===== config.mk =====
export PLATFORM = sky130hd
export DESIGN_NAME = serial_to_parallel_rx
export DESIGN_NICKNAME = d
export VERILOG_FILES = /design/src/rtl/ser_par_pkg.sv /design/src/rtl/sp_shift_reg.sv /design/src/rtl/serial_to_parallel_rx.sv
export SDC_FILE = /design/constraint.sdc
export NUM_CORES = 1
export LEC_CHECK = 0
export CAP_MARGIN = 20
export CELL_PAD_IN_SITES_DETAIL_PLACEMENT = 1
export CELL_PAD_IN_SITES_GLOBAL_PLACEMENT = 2
export CORE_MARGIN = 8
export CORE_UTILIZATION = 34
export DETAILED_ROUTE_END_ITERATION = 12
export PLACE_DENSITY_LB_ADDON = 0.1
export SKIP_LAST_GASP = 1
export SLEW_MARGIN = 20
export SYNTH_ARGS = -nofsm -noshare
export SYNTH_HDL_FRONTEND = slang
export SYNTH_SLANG_ARGS = --single-unit

===== constraint.sdc =====
create_clock -name CLK -period 2.7 [get_ports CLK]
set_input_delay 0.54 -clock CLK [delete_from_list [all_inputs] [get_ports CLK]]
set_output_delay 0.54 -clock CLK [all_outputs]
set_load 0.01 [all_outputs]

===== src/rtl/ser_par_pkg.sv =====
// Shared definitions for the parallel-to-serial transmitter and its receiver.
package ser_par_pkg;

    // Word size shared by transmitter and receiver.
    localparam int WORD_W = 32;

    // Capture side: IDLE when no bits of a word are held, SHIFT while a partial word is held.
    typedef enum logic {
        CAP_IDLE  = 1'b0,
        CAP_SHIFT = 1'b1
    } cap_state_t;

    // Output side: EMPTY when P_OUT holds nothing, FULL while a word awaits the consumer.
    typedef enum logic {
        OUT_EMPTY = 1'b0,
        OUT_FULL  = 1'b1
    } out_state_t;

endpackage


===== src/rtl/sp_shift_reg.sv =====
// Serial capture: MSB-first shift register and bit counter with sync realignment.
// Emits a combinational word_done pulse in the cycle the last bit of a word is
// presented, together with the completed word, so the consumer can load it on
// the same edge the counter wraps.
module sp_shift_reg
    import ser_par_pkg::*;
#(
    parameter int WIDTH = WORD_W,
    parameter int CNT_W = $clog2(WIDTH)
) (
    input  logic             i_clk,
    input  logic             i_reset,
    input  logic             i_valid,
    input  logic             i_bit,
    input  logic             i_sync,
    output logic             o_word_done,
    output logic [WIDTH-1:0] o_word,
    output logic [CNT_W-1:0] o_bit_cnt
);

    // The oldest bit of a full shift register is never observed (the completed
    // word is formed from the lower bits plus the incoming bit), so only
    // WIDTH-1 bits are stored.
    localparam int SH_W = WIDTH - 1;

    logic [SH_W-1:0]  r_shift;
    logic [CNT_W-1:0] r_bit_cnt;
    logic             w_last_bit;
    cap_state_t       w_cap_state;

    assign w_cap_state = (r_bit_cnt == '0) ? CAP_IDLE : CAP_SHIFT;
    assign w_last_bit  = (r_bit_cnt == CNT_W'(WIDTH - 1));

    // A sync bit always starts a new word, so it can never complete one.
    assign o_word_done = i_valid && !i_sync && (w_cap_state == CAP_SHIFT) && w_last_bit;
    assign o_word      = {r_shift, i_bit};
    assign o_bit_cnt   = r_bit_cnt;

    // Shift in qualified bits, realign on sync, wrap the counter at word end.
    always_ff @(posedge i_clk) begin
        if (i_reset) begin
            r_shift   <= '0;
            r_bit_cnt <= '0;
        end else if (i_sync) begin
            if (i_valid) begin
                r_shift   <= SH_W'(i_bit);
                r_bit_cnt <= CNT_W'(1);
            end else begin
                r_shift   <= '0;
                r_bit_cnt <= '0;
            end
        end else if (i_valid) begin
            r_shift   <= o_word[SH_W-1:0];
            r_bit_cnt <= w_last_bit ? '0 : r_bit_cnt + CNT_W'(1);
        end
    end

endmodule


===== src/rtl/serial_to_parallel_rx.sv =====
// Serial-to-parallel receiver: assembles MSB-first serial words and presents
// them on a registered parallel output with a valid/ready handshake.
module serial_to_parallel_rx
    import ser_par_pkg::*;
#(
    parameter int WIDTH = WORD_W,
    parameter int CNT_W = $clog2(WIDTH)
) (
    input  logic             CLK,
    input  logic             RESET,
    input  logic             S_VALID,
    input  logic             S_IN,
    input  logic             S_SYNC,
    output logic [WIDTH-1:0] P_OUT,
    output logic             P_VALID,
    input  logic             P_READY,
    output logic             OVERRUN,
    output logic [CNT_W-1:0] BIT_CNT
);

    // Handshake: a word transfers on any posedge where P_VALID=1 and P_READY=1.
    // P_OUT is held stable while P_VALID=1 and the word is unaccepted; P_READY
    // is ignored while P_VALID=0. The serial side is never back-pressured, so a
    // word completing while the output is full and not being accepted is
    // dropped and recorded in the sticky OVERRUN flag.

    logic             w_word_done;
    logic [WIDTH-1:0] w_word;
    logic [CNT_W-1:0] w_bit_cnt;

    logic [WIDTH-1:0] r_p_out;
    out_state_t       r_out_state;
    logic             r_overrun;

    sp_shift_reg #(
        .WIDTH (WIDTH),
        .CNT_W (CNT_W)
    ) u_shift (
        .i_clk       (CLK),
        .i_reset     (RESET),
        .i_valid     (S_VALID),
        .i_bit       (S_IN),
        .i_sync      (S_SYNC),
        .o_word_done (w_word_done),
        .o_word      (w_word),
        .o_bit_cnt   (w_bit_cnt)
    );

    // Output register FSM: load on completion when empty or being drained, else drop and flag.
    always_ff @(posedge CLK) begin
        if (RESET) begin
            r_p_out     <= '0;
            r_out_state <= OUT_EMPTY;
            r_overrun   <= 1'b0;
        end else begin
            case (r_out_state)
                OUT_EMPTY: begin
                    if (w_word_done) begin
                        r_p_out     <= w_word;
                        r_out_state <= OUT_FULL;
                    end
                end
                OUT_FULL: begin
                    if (w_word_done) begin
                        if (P_READY) begin
                            // Accept and reload on one edge: no bubble.
                            r_p_out <= w_word;
                        end else begin
                            r_overrun <= 1'b1;
                        end
                    end else if (P_READY) begin
                        r_out_state <= OUT_EMPTY;
                    end
                end
                default: r_out_state <= OUT_EMPTY;
            endcase
        end
    end

    assign P_OUT   = r_p_out;
    assign P_VALID = (r_out_state == OUT_FULL);
    assign OVERRUN = r_overrun;
    assign BIT_CNT = w_bit_cnt;

endmodule


# [Yosys cells after proc, flatten, opt, wreduce, memory -nomap -nowiden]
# Cells that the tools add are included.
[word_totals] reg_bits=70 input_bits=6 out_inout_bits=39 wordCells=36
[classes] n_mux=16 bitwise=2 n_addsub=1 n_eq_ne=4 n_reduce_logical=8
[op_table] operator="$mux 32" count=3
[op_table] operator="$pmux 32 s2" count=1
[op_table] operator="$mux 31" count=2
[op_table] operator="$mux 5" count=3
[op_table] operator="$mux 1" count=6
[op_table] operator="$reduce_and 3->1" count=2
[op_table] operator="$add 5x1->5 const B" count=1
[op_table] operator="$eq 5x5->1 const B" count=1
[op_table] operator="$logic_not 5->1" count=1
[op_table] operator="$ne 2x1->1 const B" count=2
[op_table] operator="$logic_and 1x1->1" count=3
[op_table] operator="$ne 2x2->1 const B" count=1
[op_table] operator="$not 1->1" count=2
[op_table] operator="$pmux 1 s2" count=1
[op_table] operator="$reduce_bool 2->1" count=1
[op_table] operator="$logic_not 1->1" count=1

# [Longest topological paths before layout]
[depth] word_depth=6 ltp_mapped=7

# [Cells and area by module]
# Synthesis repeated with hierarchy kept, for this count alone.
[unflattened] cells_unflattened=283 hier_area_um2=2924.1
[by_module_without_submodules] mod="serial_to_parallel_rx" cells_each=147 area_per_inst_um2=1539.0 n_inst=1
[by_module_without_submodules] mod="sp_shift_reg" cells_each=136 area_per_inst_um2=1385.1 n_inst=1

# [Least setup slack after synthesis]
# No wires, ideal clock.
[synth_timing] path_type="flip-flop to flip-flop" startpoint="register u_shift.r_bit_cnt[1] (netlist: u_shift.o_bit_cnt[1])" endpoint="register r_p_out[0] (netlist: P_OUT[0])" stages_incl_launch_ff=8 synth_period_minus_slack_ns=2.023 path_buffers=1 arrival_time_ns=1.951 path_slack_ns=0.677 path_cell_list="dfxtp_1 ha_1 and3_1 ha_1 nand2_1 a2111oi_4 buf_6 mux2i_1"
[synth_via] elab_chain_len=6 word_cells_on_any_way=8 classes_between="3 x eq/ne; 1 x mux; 4 x reduce/logical"
[synth_rtl] element="start, declared" line_no="sp_shift_reg.sv:27" source="logic [CNT_W-1:0] r_bit_cnt;"
[synth_rtl] element="start signal, assigned" line_no="sp_shift_reg.sv:54" source="r_bit_cnt <= w_last_bit ? '0 : r_bit_cnt + CNT_W'(1);"
[synth_rtl] element="$logic_not 5->1" line_no="sp_shift_reg.sv:31" source="assign w_cap_state = (r_bit_cnt == '0) ? CAP_IDLE : CAP_SHIFT;"
[synth_rtl] element="$mux 1" line_no="sp_shift_reg.sv:31"
[synth_rtl] element="$logic_and 1x1->1" line_no="sp_shift_reg.sv:35" source="assign o_word_done = i_valid && !i_sync && (w_cap_state == CAP_SHIFT) && w_last_bit;"
[synth_rtl] element="$logic_and 1x1->1 (*)" line_no="sp_shift_reg.sv:35"
[synth_rtl] element="$ne 2x1->1 (no source line)"
[synth_rtl] element="$reduce_and 3->1 (no source line) (*)"
[synth_rtl] element="end signal, assigned" line_no="serial_to_parallel_rx.sv:59" source="r_p_out <= w_word;"
[synth_rtl] element="end signal, assigned" line_no="serial_to_parallel_rx.sv:67" source="r_p_out <= w_word;"
[synth_rtl] element="end, declared" line_no="serial_to_parallel_rx.sv:31" source="logic [WIDTH-1:0] r_p_out;"
# Mark *: on every way between the ends. The rest lies on a longest branch, timed or not.
# A chain may end at the register's enable or synchronous reset.

# [Final worst setup path]
[layout_timing] startpoint="register u_shift.r_bit_cnt[1] (netlist: u_shift.o_bit_cnt[1])" endpoint="register r_p_out[10] (netlist: P_OUT[10])"
# The elaborated chain is that of the path after synthesis.

==> run metrics <==
Total Wirelength slightly above 6000 um; final core occ 44.4%; detailed placement HPWL between 3000 and 4000 um; Antenna Violating Nets Remaining 0; leading area contributor after synthesis dfxtp_1; crit path from u_shift.o_bit_cnt[1]; Sequential Power Share around 48%; Clock Tree Root clkbuf_8; Via density 4.61; P per Cell Area about 590 nW/um^2; largest net degree at the start of global routing 69; Synthesized Nets 291; Clock Sinks 70; Cell Rows 33; total track usage a little over a tenth; Psw ~0.47 mW; placed instance area around 3400 um^2; Final Skew 0.0117 ns; hold depth 2; Synth top cells by count dfxtp_1 (70), nand2b_1 (65), mux2i_1 (64); share of cells above drive strength 1 under 10%; Yosys top cell area share ~48%; worst skew pair latency roughly 0.35 ns; ys flop type dfxtp_1; synthesized area approximately 2900 um^2; Clock Path Buffers 2; CP Max Fanout 32; drt drc 0; final worst path period need between 2 and 2.5 ns; unrepaired setup endpoints after global routing false; syn_area_per_cell slightly above 10 um^2; final instance area around 3600 um^2; Die Width ~110 um; Finished Layout Cells ~430; worst r2r path cells 7; total of warnings raised by yosys 0; Post-synth EDFFs 0; Layout area overhead 26.1%; max_slew headroom between 50 and 60%; CTS Buf Count 9; # port buffers between 40 and 50; leak pwr between 1 and 1.5 nW; dominant cells by area after synthesis dfxtp_1 (48%), mux2i_1 (22%), nand2b_1 (14%); Req. time, crit path just under 3 ns; fmax approximately 470 MHz; Hold Buf Count CTS 0; setup bufs post-CTS 0; die area 11700 um^2; critical path data arrival time 2.42 ns; hold path start OVERRUN; Reg2Reg Setup Slack between 0.5 and 0.6 ns; Switching Fraction between 20% and 30%; Ports 45; htree depth 3; 1st-pass router iterations 4; outcome finished, final reports clean; post-synthesis cell count between 200 and 300; power share of the combinational group 3.9%; Inst Count DP roughly 420; Slew @ Worst Pin approximately 0.6 ns; Pins Over Slew Limit 0; final worst-path cycle share 79.4%; post-CTS resize count 0; WHS Endpoint OVERRUN; ANT cells 0; Final nets 332; sequential area share after synthesis ~48%; initial antenna violation count 0; Synth Register Bits 70; ys async rst share 0%; CTS tree yes; Initial Util a little over a third; Routed WL per cell 14.1 um; Clk pwr share about 48%; GP Congestion just over 0.7; GR Overflow Total 0; Peak VDD IR roughly 0.00027 V; final setup vio count 0; count leader, synth dfxtp_1; CP endpoint kind flip-flop; r2r endpoint P_OUT[10]; final hold vios 0; Iter 0 DRT Violations 55; Hold WC Path Type flip-flop to flip-flop; vias in the first global route slightly above 2000; Setup Total Neg Slack 0 ns; routed via count around 2000; WS Path Type flip-flop to flip-flop; core area slightly above 8000 um^2; post-synth cell types 22; crit path launch type flip-flop; Max Cap Viol 0; Reg clk slew, reported paths 0.09 ns; first-pass GRT wire length roughly 10000 um; Die Y ~110 um; worst reg2reg startpoint u_shift.o_bit_cnt[1]; P_int around 1.7 mW
-- worst max path at each step --
| stage | to |
|---|---|
| 6_report | P_OUT[10] |
| 5_1_grt | P_OUT[21] |
| 4_1_cts | P_OUT[10] |
| 3_5_place_dp | P_OUT[31] |
| 3_3_place_gp | P_OUT[18] |
| 2_1_floorplan | P_OUT[0] |
-- stage by stage --
stage	total power, mW	hold WS [ns]	worst slack [ns]
after floorplan	1.12	0.451	0.677
after CTS	2.19	0.460	0.544
after detailed placement	1.15	0.450	0.577
final	2.16	0.459	0.556
after global routing	2.25	0.486	0.377
after global placement	1.15	0.434	0.639
-- state kept, by name, indices dropped and copies added (netlist names) --
name and flops:
P_VALID 1, OVERRUN 1, u_shift.r_shift 31, u_shift.o_bit_cnt 5, P_OUT 32
-- cell usage in the layout, fill, tap and decap left out, drive strengths merged, types with 3 or more instances in the layout --
master | netlist | routed
dfxtp | 70 | 70
nand2b | 65 | 65
mux2i | 64 | 64
clkdlybuf4s50 | 0 | 42
nor2 | 35 | 35
clkbuf | 11 | 9
a21oi | 6 | 6
buf | 7 | 6
inv | 5 | 5
o21ai | 3 | 3
ha | 3 | 3
bufinv | 0 | 3
-- area by class of cell --
cell class | count | area [um^2]
repair buffers | 48 | 473
flip-flops and latches | 70 | 1400
multi-input cells | 189 | 1380
well taps | 105 | 131
fillers | 907 | 4570
inverters | 5 | 18.8
clock buffers | 9 | 124
clock inverters | 7 | 123
-- routing by layer --
layer | global-route usage, % | wire length (um) | vias up
li1 | - | - | 1010
met1 | 13.1 | 3010 | 944
met2 | 17.1 | 2690 | 33
met3 | 3.81 | 287 | 10
met4 | 5.45 | 129 | 0
met5 | 0 | 0 | -
-- kinds of logic after synthesis --
kind of cell / synth area share, %
AOI/OAI and AO/OA: 2.73
and+or+nand+nor: 21.4
adders and majority gates: 1.30
buffers and inverters: 3.94
muxes: 22.2
DFF: 48.5
-- critical path, stage by stage (launching register included) --
cell       delay, ns
dfxtp_1         0.42
ha_1            0.21
and3_1          0.17
ha_1            0.24
nand2_1         0.14
a2111oi_4       0.34
buf_12          0.30
mux2i_1         0.25
-- power by group through the flow --
stage	Clock, mW	Sequential, mW	Combinational [mW]
final	1.04	1.04	0.0836
after detailed placement	0	1.06	0.0853
after CTS	1.07	1.04	0.0853
after global routing	1.12	1.04	0.0907
after global placement	0	1.06	0.0845
after floorplan	0	1.06	0.0598
Power figures use the tool's default switching activity.
